<file path="src/rtl/fifo_pkg.sv">
// Shared helpers for the dual-clock FIFO pointer handlers: Gray coding and depth derivation.
package fifo_pkg;

  localparam int unsigned MAX_W = 32;

  function automatic int unsigned fifo_depth(input int unsigned ptr_w);
    return 32'(1) << (ptr_w - 1);
  endfunction

  function automatic logic [MAX_W-1:0] bin2gray(input logic [MAX_W-1:0] b);
    return b ^ (b >> 1);
  endfunction

  // Prefix XOR from the MSB down; zero upper bits keep narrower pointers intact.
  function automatic logic [MAX_W-1:0] gray2bin(input logic [MAX_W-1:0] g);
    logic [MAX_W-1:0] b;
    b[MAX_W-1] = g[MAX_W-1];
    for (int i = MAX_W - 2; i >= 0; i--) begin
      b[i] = b[i+1] ^ g[i];
    end
    return b;
  endfunction

endpackage

</file>
<file path="src/rtl/gray_sync.sv">
// Multi-flop synchronizer for a Gray-coded pointer crossing into the local clock domain.
module gray_sync #(
  parameter int unsigned P_W   = 4,
  parameter int unsigned P_STG = 2
) (
  input  logic           clk,
  input  logic           rst_n,
  input  logic [P_W-1:0] d,
  output logic [P_W-1:0] q
);

  logic [P_W-1:0] stg_q [P_STG];

  always_ff @(posedge clk or negedge rst_n) begin
    if (!rst_n) begin
      for (int i = 0; i < int'(P_STG); i++) begin
        stg_q[i] <= '0;
      end
    end else begin
      stg_q[0] <= d;
      for (int i = 1; i < int'(P_STG); i++) begin
        stg_q[i] <= stg_q[i-1];
      end
    end
  end

  assign q = stg_q[P_STG-1];

endmodule

</file>
<file path="src/rtl/wptr_full_handler.sv">
// Write-side pointer handler: binary/Gray write pointers, synchronized read pointer,
// full / almost-full / fill level and a sticky overflow flag.
module wptr_full_handler
  import fifo_pkg::*;
#(
  parameter int unsigned P_PTR_W    = 4,
  parameter int unsigned P_SYNC_STG = 2,
  parameter int unsigned P_AFULL_TH = 6
) (
  input  logic               wclk,
  input  logic               wrst_n,
  input  logic               i_w_en,
  input  logic [P_PTR_W-1:0] i_g_rptr,
  input  logic               i_ovf_clr,
  output logic               o_w_inc,
  output logic [P_PTR_W-1:0] o_b_wptr,
  output logic [P_PTR_W-1:0] o_g_wptr,
  output logic               o_full,
  output logic               o_afull,
  output logic [P_PTR_W-1:0] o_wlevel,
  output logic               o_ovf
);

  localparam int unsigned W = P_PTR_W;
  localparam logic [W-1:0] AFULL_TH = W'(P_AFULL_TH);

  logic [W-1:0] rptr_s;
  logic [W-1:0] rbin_s;
  logic [W-1:0] b_nxt;
  logic [W-1:0] g_nxt;
  logic [W-1:0] lvl_nxt;
  logic         full_nxt;
  logic         afull_nxt;
  logic         ovf_nxt;

  gray_sync #(
    .P_W   (W),
    .P_STG (P_SYNC_STG)
  ) u_rptr_sync (
    .clk   (wclk),
    .rst_n (wrst_n),
    .d     (i_g_rptr),
    .q     (rptr_s)
  );

  // Gated by reset so no RAM write can slip through while the block is held in reset.
  assign o_w_inc = i_w_en & ~o_full & wrst_n;

  always_comb begin
    b_nxt     = o_b_wptr + W'(o_w_inc);
    g_nxt     = W'(bin2gray(MAX_W'(b_nxt)));
    rbin_s    = W'(gray2bin(MAX_W'(rptr_s)));
    lvl_nxt   = b_nxt - rbin_s;
    full_nxt  = (g_nxt == {~rptr_s[W-1:W-2], rptr_s[W-3:0]});
    afull_nxt = (lvl_nxt >= AFULL_TH);
    ovf_nxt   = o_ovf;
    if (i_ovf_clr) begin
      ovf_nxt = 1'b0;
    end
    if (i_w_en && o_full) begin
      ovf_nxt = 1'b1;
    end
  end

  always_ff @(posedge wclk or negedge wrst_n) begin
    if (!wrst_n) begin
      o_b_wptr <= '0;
      o_g_wptr <= '0;
      o_full   <= 1'b0;
      o_afull  <= 1'b0;
      o_wlevel <= '0;
      o_ovf    <= 1'b0;
    end else begin
      o_b_wptr <= b_nxt;
      o_g_wptr <= g_nxt;
      o_full   <= full_nxt;
      o_afull  <= afull_nxt;
      o_wlevel <= lvl_nxt;
      o_ovf    <= ovf_nxt;
    end
  end

endmodule

</file>
<file path="config.mk">
export PLATFORM = sky130hd
export DESIGN_NAME = wptr_full_handler
export DESIGN_NICKNAME = d
export VERILOG_FILES = /design/src/rtl/fifo_pkg.sv /design/src/rtl/gray_sync.sv /design/src/rtl/wptr_full_handler.sv
export SDC_FILE = /design/constraint.sdc
export NUM_CORES = 1
export LEC_CHECK = 0
export ABC_AREA = 1
export BUFFER_PORTS_ARGS = -buffer_cell sky130_fd_sc_hd__buf_2
export CORE_ASPECT_RATIO = 1.2
export CORE_MARGIN = 8
export CORE_UTILIZATION = 26
export DETAILED_ROUTE_END_ITERATION = 16
export GPL_ROUTABILITY_DRIVEN = 0
export SYNTH_ARGS = -nofsm -noshare
export SYNTH_HDL_FRONTEND = slang
export SYNTH_SLANG_ARGS = --single-unit
</file>
<file path="constraint.sdc">
create_clock -name wclk -period 1.72 [get_ports wclk]
set_input_delay 0.086 -clock wclk [delete_from_list [all_inputs] [get_ports wclk]]
set_output_delay 0.086 -clock wclk [all_outputs]
set_load 0.01 [all_outputs]
</file>
# --- Word-level counts from Yosys, hierarchy flattened ---
# Cells that the tools add are included.
classes:
  n_addsub: 2
  magnitude_cmp: 1
  n_mux: 2
  eq_ne: 1
  n_reduce_logical: 2
  bitwise_logic: 8
ops:
  columns: ["op", "count"]
  rows:
  - ["adder 4 x 1 -> 4 bit", 1]
  - ["== test 4 bit", 1]
  - [">= comparator 4 x 3 -> 1 bit (second input constant)", 1]
  - ["subtractor 4 bit", 1]
  - ["XOR 4 x 3 -> 4 bit", 1]
  - ["XOR 1 bit", 3]
  - ["AND 1 bit", 2]
  - ["two-way mux 1 bit", 2]
  - ["inverter 2 bit", 1]
  - ["nonzero test 2 bit", 1]
  - ["logical AND 1 bit", 1]
  - ["inverter 1 bit", 1]
totals:
  inputBits: 8
  elab_cells: 24
  output_inout_bits: 16
  reg_bits: 23

# --- Longest topological paths before layout ---
# Gate-level depths: netlist (run 1).
depth:
  word_depth: 6
  ltp_mapped: 12

# --- Modules after synthesis ---
# Synthesis (run 1) repeated with hierarchy kept, for this count alone.
hier_totals:
  hier_cells: 98
  hier_area_um2: 983.4
modules_own_cells:
  columns: ["mod", "seq_area_each_um2", "area_each_um2", "instances", "cells_per_inst"]
  rows:
  - ["wptr_full_handler", 350.3, 753.2, 1, 86]
  - ["gray_sync", 200.2, 230.2, 1, 12]

# --- Worst setup path before layout (run 1) ---
# Ideal clock, no wire load.
synth_timing:
  kind: "register to register"
  startpoint: "reg o_full"
  endpoint: "reg o_afull"
  arrival_time_ns: 1.918
  setup_time_ns: 0.125
  path_buffers: 0
  stages_incl_launch_ff: 12
  setup_slack_ns: -0.323
  required_ns: 1.595
  cell_sequence: "dfrtp_1 -> nor2_1 -> ha_1 -> ha_1 -> inv_1 -> nand2_1 -> nand2_1 -> ha_1 -> a21oi_1 -> inv_1 -> nand2_1 -> nand3_1"
synth_between:
  elab_chain_len: 6
synth_rtl:
  columns: ["item", "line", "source"]
  rows:
  - ["from (decl)", "wptr_full_handler.sv:18", "output logic o_full,"]
  - ["from (signal assigned)", "wptr_full_handler.sv:76", "o_full <= full_nxt;"]
  - ["inverter 1 bit", "wptr_full_handler.sv:47", "assign o_w_inc = i_w_en & ~o_full & wrst_n;"]
  - ["AND 1 bit (2 in a row)", "wptr_full_handler.sv:47", null]
  - ["via o_w_inc", "wptr_full_handler.sv:15", "output logic o_w_inc,"]
  - ["adder 4 x 1 -> 4 bit", "wptr_full_handler.sv:50", "b_nxt = o_b_wptr + W'(o_w_inc);"]
  - ["via b_nxt[2]", "wptr_full_handler.sv:29", "logic [W-1:0] b_nxt;"]
  - ["subtractor 4 bit", "wptr_full_handler.sv:53", "lvl_nxt = b_nxt - rbin_s;"]
  - [">= comparator 4 x 3 -> 1 bit", "wptr_full_handler.sv:55", "afull_nxt = (lvl_nxt >= AFULL_TH);"]
  - ["via afull_nxt", "wptr_full_handler.sv:33", "logic afull_nxt;"]
  - ["to (signal assigned)", "wptr_full_handler.sv:77", "o_afull <= afull_nxt;"]
  - ["to (decl)", "wptr_full_handler.sv:19", "output logic o_afull,"]
# The timed path passes the listed nets, and every way through them passes these cells.
# A chain may end at the register's enable or synchronous reset.

# --- Worst setup path in the final report (run 1) ---
layout_timing:
  startpoint: "reg u_rptr_sync.stg_q, in the netlist u_rptr_sync.q[2]"
  endpoint: "reg o_afull"
layout_between:
  elab_chain_len: 5
layout_rtl:
  columns: ["item", "line", "source"]
  rows:
  - ["from (decl)", "gray_sync.sv:12", "logic [P_W-1:0] stg_q [P_STG];"]
  - ["from (signal, indexed assignment)", "gray_sync.sv:22", "stg_q[i] <= stg_q[i-1];"]
  - ["XOR 1 bit (*) (2 in a row)", "fifo_pkg.sv:19", "b[i] = b[i+1] ^ g[i];"]
  - ["XOR 1 bit", "fifo_pkg.sv:19", null]
  - ["subtractor 4 bit (*)", "wptr_full_handler.sv:53", null]
  - ["via lvl_nxt[1]", "wptr_full_handler.sv:31", "logic [W-1:0] lvl_nxt;"]
  - [">= comparator 4 x 3 -> 1 bit (*)", "wptr_full_handler.sv:55", null]
  - ["via afull_nxt", "wptr_full_handler.sv:33", null]
# The timed path passes the listed nets; every way through them passes the cells marked *.

==> results of run 1 <==
==> registers in the layout (all words and copies together), names as in the netlist <==
signal	flops
o_wlevel	4
o_full	1
o_b_wptr	4
u_rptr_sync.stg_q	4
u_rptr_sync.q	4
o_ovf	1
o_afull	1
o_g_wptr	3
==> cell type report <==
| class | instances | area [um^2] | area share (%) |
|---|---|---|---|
| well taps | 39 | 48.8 | 3.34 |
| repair buffers | 46 | 300 | 20.5 |
| flip-flops and latches | 22 | 551 | 37.7 |
| inverters | 15 | 58.8 | 4.02 |
| clock buffers | 4 | 55.1 | 3.77 |
| multi-input cells | 56 | 448 | 30.7 |
==> kinds of logic after synthesis <==
family                     Yosys count  synth area share (%)
AOI/OAI and AO/OA                    3                  1.84
xor gates and xnor gates             5                  6.17
adders and majority gates            6                  8.66
buffers and inverters               16                  6.69
DFF                                 22                  57.7
and+or+nand+nor                     42                  18.9
==> worst paths after layout <==
kind / startpoint / endpoint / slack [ps] / cells past startpoint
worst min-delay path: i_ovf_clr / o_ovf / 8 / 2
worst min register to register: u_rptr_sync.stg_q[6] / u_rptr_sync.q[2] / 350 / 0
worst max register to register: u_rptr_sync.q[2] / o_afull / -210 / 9
min in group asynchronous: wrst_n / o_wlevel[1] / 390 / 3
max in group asynchronous: wrst_n / o_b_wptr[1] / 1110 / 3
worst max-delay path: u_rptr_sync.q[2] / o_afull / -210 / 9
==> synthesized netlist by cell type <==
cell       n
a21oi_1    1
fa_1       1
o21bai_1   1
nand2_2    1
nand4_1    1
xnor2_1    1
inv_1     15
xor2_1     2
o21ai_0    1
buf_4      1
xnor2_2    1
nand2_1   24
ha_1       5
dfrtp_1   22
xor2_2     1
nand3_1   14
nor2_1     2
==> worst max-delay path, stage by stage (launching register included) <==
cell and delay [ps]:
dfrtp_1 410, xnor2_2 250, xor2_2 200, buf_4 130, buf_4 110, inv_1 50, fa_2 530, inv_2 40
nand2_2 60, nand3_2 50
==> per-stage QoR <==
step | worst slack, ps | power [mW] | cells
detailed placement | -199 | 1.98 | 166
CTS | -214 | 2.49 | 179
global route | -304 | 2.89 | 182
floorplan | -121 | 1.54 | 94
finish | -206 | 2.64 | 182
global placement | -152 | 1.95 | 166
==> repair_timing <==
action,CTS,global route
endpoints found under the setup margin,4,5
hold buffers,5,0
endpoints found under the hold margin,26,0
gates resized for setup,3,15
buffers inserted,4,3
pin swaps,10,14
==> metal layers <==
layer	up-vias	track usage, %
li1	392	-
met1	369	8.41
met2	19	14.7
met3	7	2.05
met4	0	6.25
met5	-	0
==> cells in the final DEF (no fill, tap or decap) <==
cell type	synthesis	layout
o21ai_0	1	1
nand3_2	0	3
dlygate4sd3_1	0	5
buf_4	1	18
a21oi_2	0	1
inv_2	0	1
ha_2	0	1
nand3_1	14	11
inv_4	0	1
nor2_4	0	1
nand2_1	24	17
xnor2_2	1	2
nand2_2	1	8
inv_1	15	13
o21bai_1	1	1
buf_2	0	23
nor2_2	0	1
xor2_1	2	2
clkbuf_8	0	4
fa_2	0	1
xor2_2	1	1
ha_4	0	4
dfrtp_1	22	22
nand4_1	1	1
==> power by group <==
part | internal (mW) | switching (mW)
Clock | 0.204 | 0.162
Combinational | 0.697 | 0.772
Sequential | 0.695 | 0.106
Total | 1.60 | 1.04
==> impl_metrics.py, run 1 <==
metrics = {
    "global_routing": {
        "grt_max_degree": 23,
        "grt_pass1_wl_mm": 3.75,
        "gr-usage-all-layers_pct": 8.30,
        "grt_pass1_vias": 871,
        "antenna_found_initial": 0,
        "grt-ovfl-total": 0,
    },
    "drt": {
        "drc": 0,
        "ant_nets": 0,
        "routed_via_density": 4.32,
        "wl_met1_um": 864,
        "route.met2.wl_mm": 1.12,
        "wl_per_cell_um": 11.8,
        "first_pass_iters": 4,
        "num_vias": 787,
        "wirelength_mm": 2.14,
        "drt-initial-drc-count": 8,
        "maxUsedRoutingLayer": "met4",
        "route.met3.wl_um": 86,
    },
    "timing": {
        "finalCritPeriodShare_pct": 112,
        "finalSetupViolCount": 4,
        "worst_slew_pin_slew_ps": 274,
        "tns_ps": -653,
        "hold_viol": 0,
        "fin_skew_ps": 3.25,
        "fmax_mhz": 519,
        "relSlewSlack_pct": 81.7,
        "drv_slew": 0,
        "hold_slack_ps": 7.60,
        "rsz0062_at_grt": "true",
        "setup_slack_ps": -206,
        "fin_crit_ps": 1930,
    },
    "clock_tree": {
        "ctsLongestPathBuffers": 2,
        "htreeDepth": 1,
        "clock_latency_ps": 260,
        "cts_tree": "built",
        "path_clk_slew_ps": 80,
        "numCtsBuffers": 3,
        "clock_sinks": 22,
        "cts-root-buf": "clkbuf_8",
    },
    "synthesis": {
        "netlist_area_um2": 953,
        "syn_avg_cell_area_um2": 10.1,
        "yosysSeqAreaShare_pct": 57.7,
        "synth_nets": 108,
        "synth_cells": 94,
        "ys_ff_latch": 22,
        "synth_top_area_cell": "dfrtp_1",
        "synth_cell_type_count": 17,
        "synth_top_cell_area_share_pct": 57.7,
        "ys_top_cells_by_area": "dfrtp_1 (58%), nand2_1 (9.4%), nand3_1 (7.3%)",
        "ys_warn_count": 0,
    },
    "critical_path": {
        "startpoint_type": "flip-flop",
        "path_class": "reg2reg",
        "cp.required_ps": 1880,
        "crit_path_end_kind": "flip-flop",
        "cp_data_arrival_time_ps": 2080,
        "path_max_fanout": 2,
    },
    "die": {
        "start_util_pct": 26.7,
        "rows": 24,
        "fp.dieH_um": 82.3,
        "die_w_um": 71.3,
        "ios": 24,
        "die_area_um2": 5870,
        "fp.coreArea_um2": 3570,
    },
    "finish": {
        "final_core_util_pct": 40.9,
        "syn_to_final_growth_pct": 53.3,
        "layout-drive-gt1-share_pct": 49.0,
        "diodes": 0,
        "nFillCells": 341,
        "final_nets": 158,
        "stdcell_area_um2": 1460,
    },
    "status": {
        "status": "complete, but fails checks",
        "violations": "setup timing",
    },
    "power": {
        "powerDensity_nw_per_um2": 1800,
        "ir_drop_v": 0.000916,
        "leakage_nw": 0.760,
    },
    "min_path": {
        "hold_path.class": "in2reg",
    },
    "place": {
        "postPlaceCellArea_um2": 1230,
        "dpl.hpwl_mm": 1.58,
        "port_buffers": 23,
    },
    "flow_run": {
        "drv_cap": 0,
    },
}
Note: power is estimated with default switching activity, not from simulation.
==> inputs of run 2 (changes only) <==
Settings changed: SKIP_LAST_GASP from default to 1.
==> impl_metrics.py, run 2 (same netlist as run 1, synthesis figures left out) <==
metrics = {
    "status": {
        "status": "complete, but fails checks",
        "violations": "setup timing",
    },
    "timing": {
        "finalSetupViolCount": 4,
        "drv_slew": 0,
        "rsz0062_at_grt": "true",
        "relSlewSlack_pct": 81.7,
        "setup_slack_ps": -206,
        "worst_slew_pin_slew_ps": 274,
        "fin_skew_ps": 3.25,
        "tns_ps": -653,
        "finalCritPeriodShare_pct": 112,
        "hold_viol": 0,
        "fmax_mhz": 519,
        "fin_crit_ps": 1930,
    },
    "global_routing": {
        "gr-usage-all-layers_pct": 8.30,
        "grt_pass1_wl_mm": 3.75,
        "grt_max_degree": 23,
        "grt_pass1_vias": 871,
        "grt-ovfl-total": 0,
        "antenna_found_initial": 0,
    },
    "die": {
        "fp.dieH_um": 82.3,
        "fp.coreArea_um2": 3570,
        "die_area_um2": 5870,
        "rows": 24,
        "ios": 24,
        "start_util_pct": 26.7,
        "die_w_um": 71.3,
    },
    "drt": {
        "ant_nets": 0,
        "first_pass_iters": 4,
        "drc": 0,
        "wl_per_cell_um": 11.8,
        "drt-initial-drc-count": 8,
        "routed_via_density": 4.32,
        "wirelength_mm": 2.14,
        "num_vias": 787,
    },
    "min_path": {
        "hold_path.class": "in2reg",
        "min_from": "i_ovf_clr",
    },
    "critical_path": {
        "path_common_cell": "buf_4",
        "path_class": "reg2reg",
        "critPathTopFamily": "adder cells",
        "cp_data_arrival_time_ps": 2080,
        "r2r_start": "u_rptr_sync.q[2]",
        "cp_slowest_stage_delay_ps": 530,
        "path_cells": "xnor2_2, xor2_2, buf_4, buf_4, inv_1, fa_2, inv_2, nand2_2, nand3_2",
        "path_buf_inv": 4,
        "path_max_fanout": 2,
        "critPathLaunch": "u_rptr_sync.q[2]",
        "crit_path_end_kind": "flip-flop",
        "slowest_stage": "fa_2",
        "cp.required_ps": 1880,
        "startpoint_type": "flip-flop",
    },
    "place": {
        "port_buffers": 23,
        "dpl.hpwl_mm": 1.58,
        "place_inst": 166,
        "place_ws_ps": -199,
        "postPlaceCellArea_um2": 1230,
    },
    "clock_tree": {
        "htreeDepth": 1,
        "path_clk_slew_ps": 80,
        "cts_tree": "built",
        "numCtsBuffers": 3,
        "ctsLongestPathBuffers": 2,
        "clock_sinks": 22,
        "clock_latency_ps": 260,
        "cts-root-buf": "clkbuf_8",
    },
    "finish": {
        "diodes": 0,
        "final_cells": 182,
        "final_nets": 158,
        "mostFrequentLayoutCells": "buf_2 (23), dfrtp_1 (22), buf_4 (18)",
        "stdcell_area_um2": 1460,
        "final_core_util_pct": 40.9,
        "layout-drive-gt1-share_pct": 49.0,
        "syn_to_final_growth_pct": 53.3,
        "final_common_cell": "buf_2",
    },
    "power": {
        "leakage_nw": 0.760,
        "powerDensity_nw_per_um2": 1800,
        "ir_drop_v": 0.000916,
    },
    "flow_run": {
        "drv_cap": 0,
    },
}
==> run 2: area by class of cell <==
type / count / area [um^2]
fill: 341 / 2110
sequential: 22 / 551
multi-input combinational: 56 / 448
timing repair buffer: 46 / 300
inverter: 15 / 58.8
clock buffer: 4 / 55.1
tap: 39 / 48.8
==> run 2: through the flow <==
step                      hold slack (ps)  power [mW]
after detailed placement              137        1.98
after floorplan                      -210        1.54
after global routing                 25.3        2.89
after global placement                131        1.95
final                                7.60        2.64
after CTS                            2.99        2.49
==> run 2: worst paths after layout <==
kind | endpoint | slack, ps | cells past startpoint
max | o_afull | -210 | 9
min reg2reg | u_rptr_sync.q[2] | 350 | 0
max in group asynchronous | o_b_wptr[1] | 1110 | 3
min in group asynchronous | o_wlevel[1] | 390 | 3
min | o_ovf | 8 | 2
max reg2reg | o_afull | -210 | 9
==> run 2: what timing repair did <==
action	in CTS	in global routing
setup endpoints to repair	4	5
gates resized for setup	3	15
hold buffers	5	0
pin swaps	10	14
hold endpoints to repair	26	0
setup buffers	4	3
==> run 2: metal layers <==
layer	share of wire [%]	vias up	global-route usage, %
met5	0	-	0
met4	3.5	0	6.25
met3	4.0	7	2.05
met2	52	19	14.7
met1	40	369	8.41
li1	-	392	-
==> run 2: report_power, final <==
group | leakage, nW | switching [mW] | internal [mW]
Combinational | 0.468 | 0.772 | 0.697
Sequential | 0.263 | 0.106 | 0.695
Clock | 0.0288 | 0.162 | 0.204
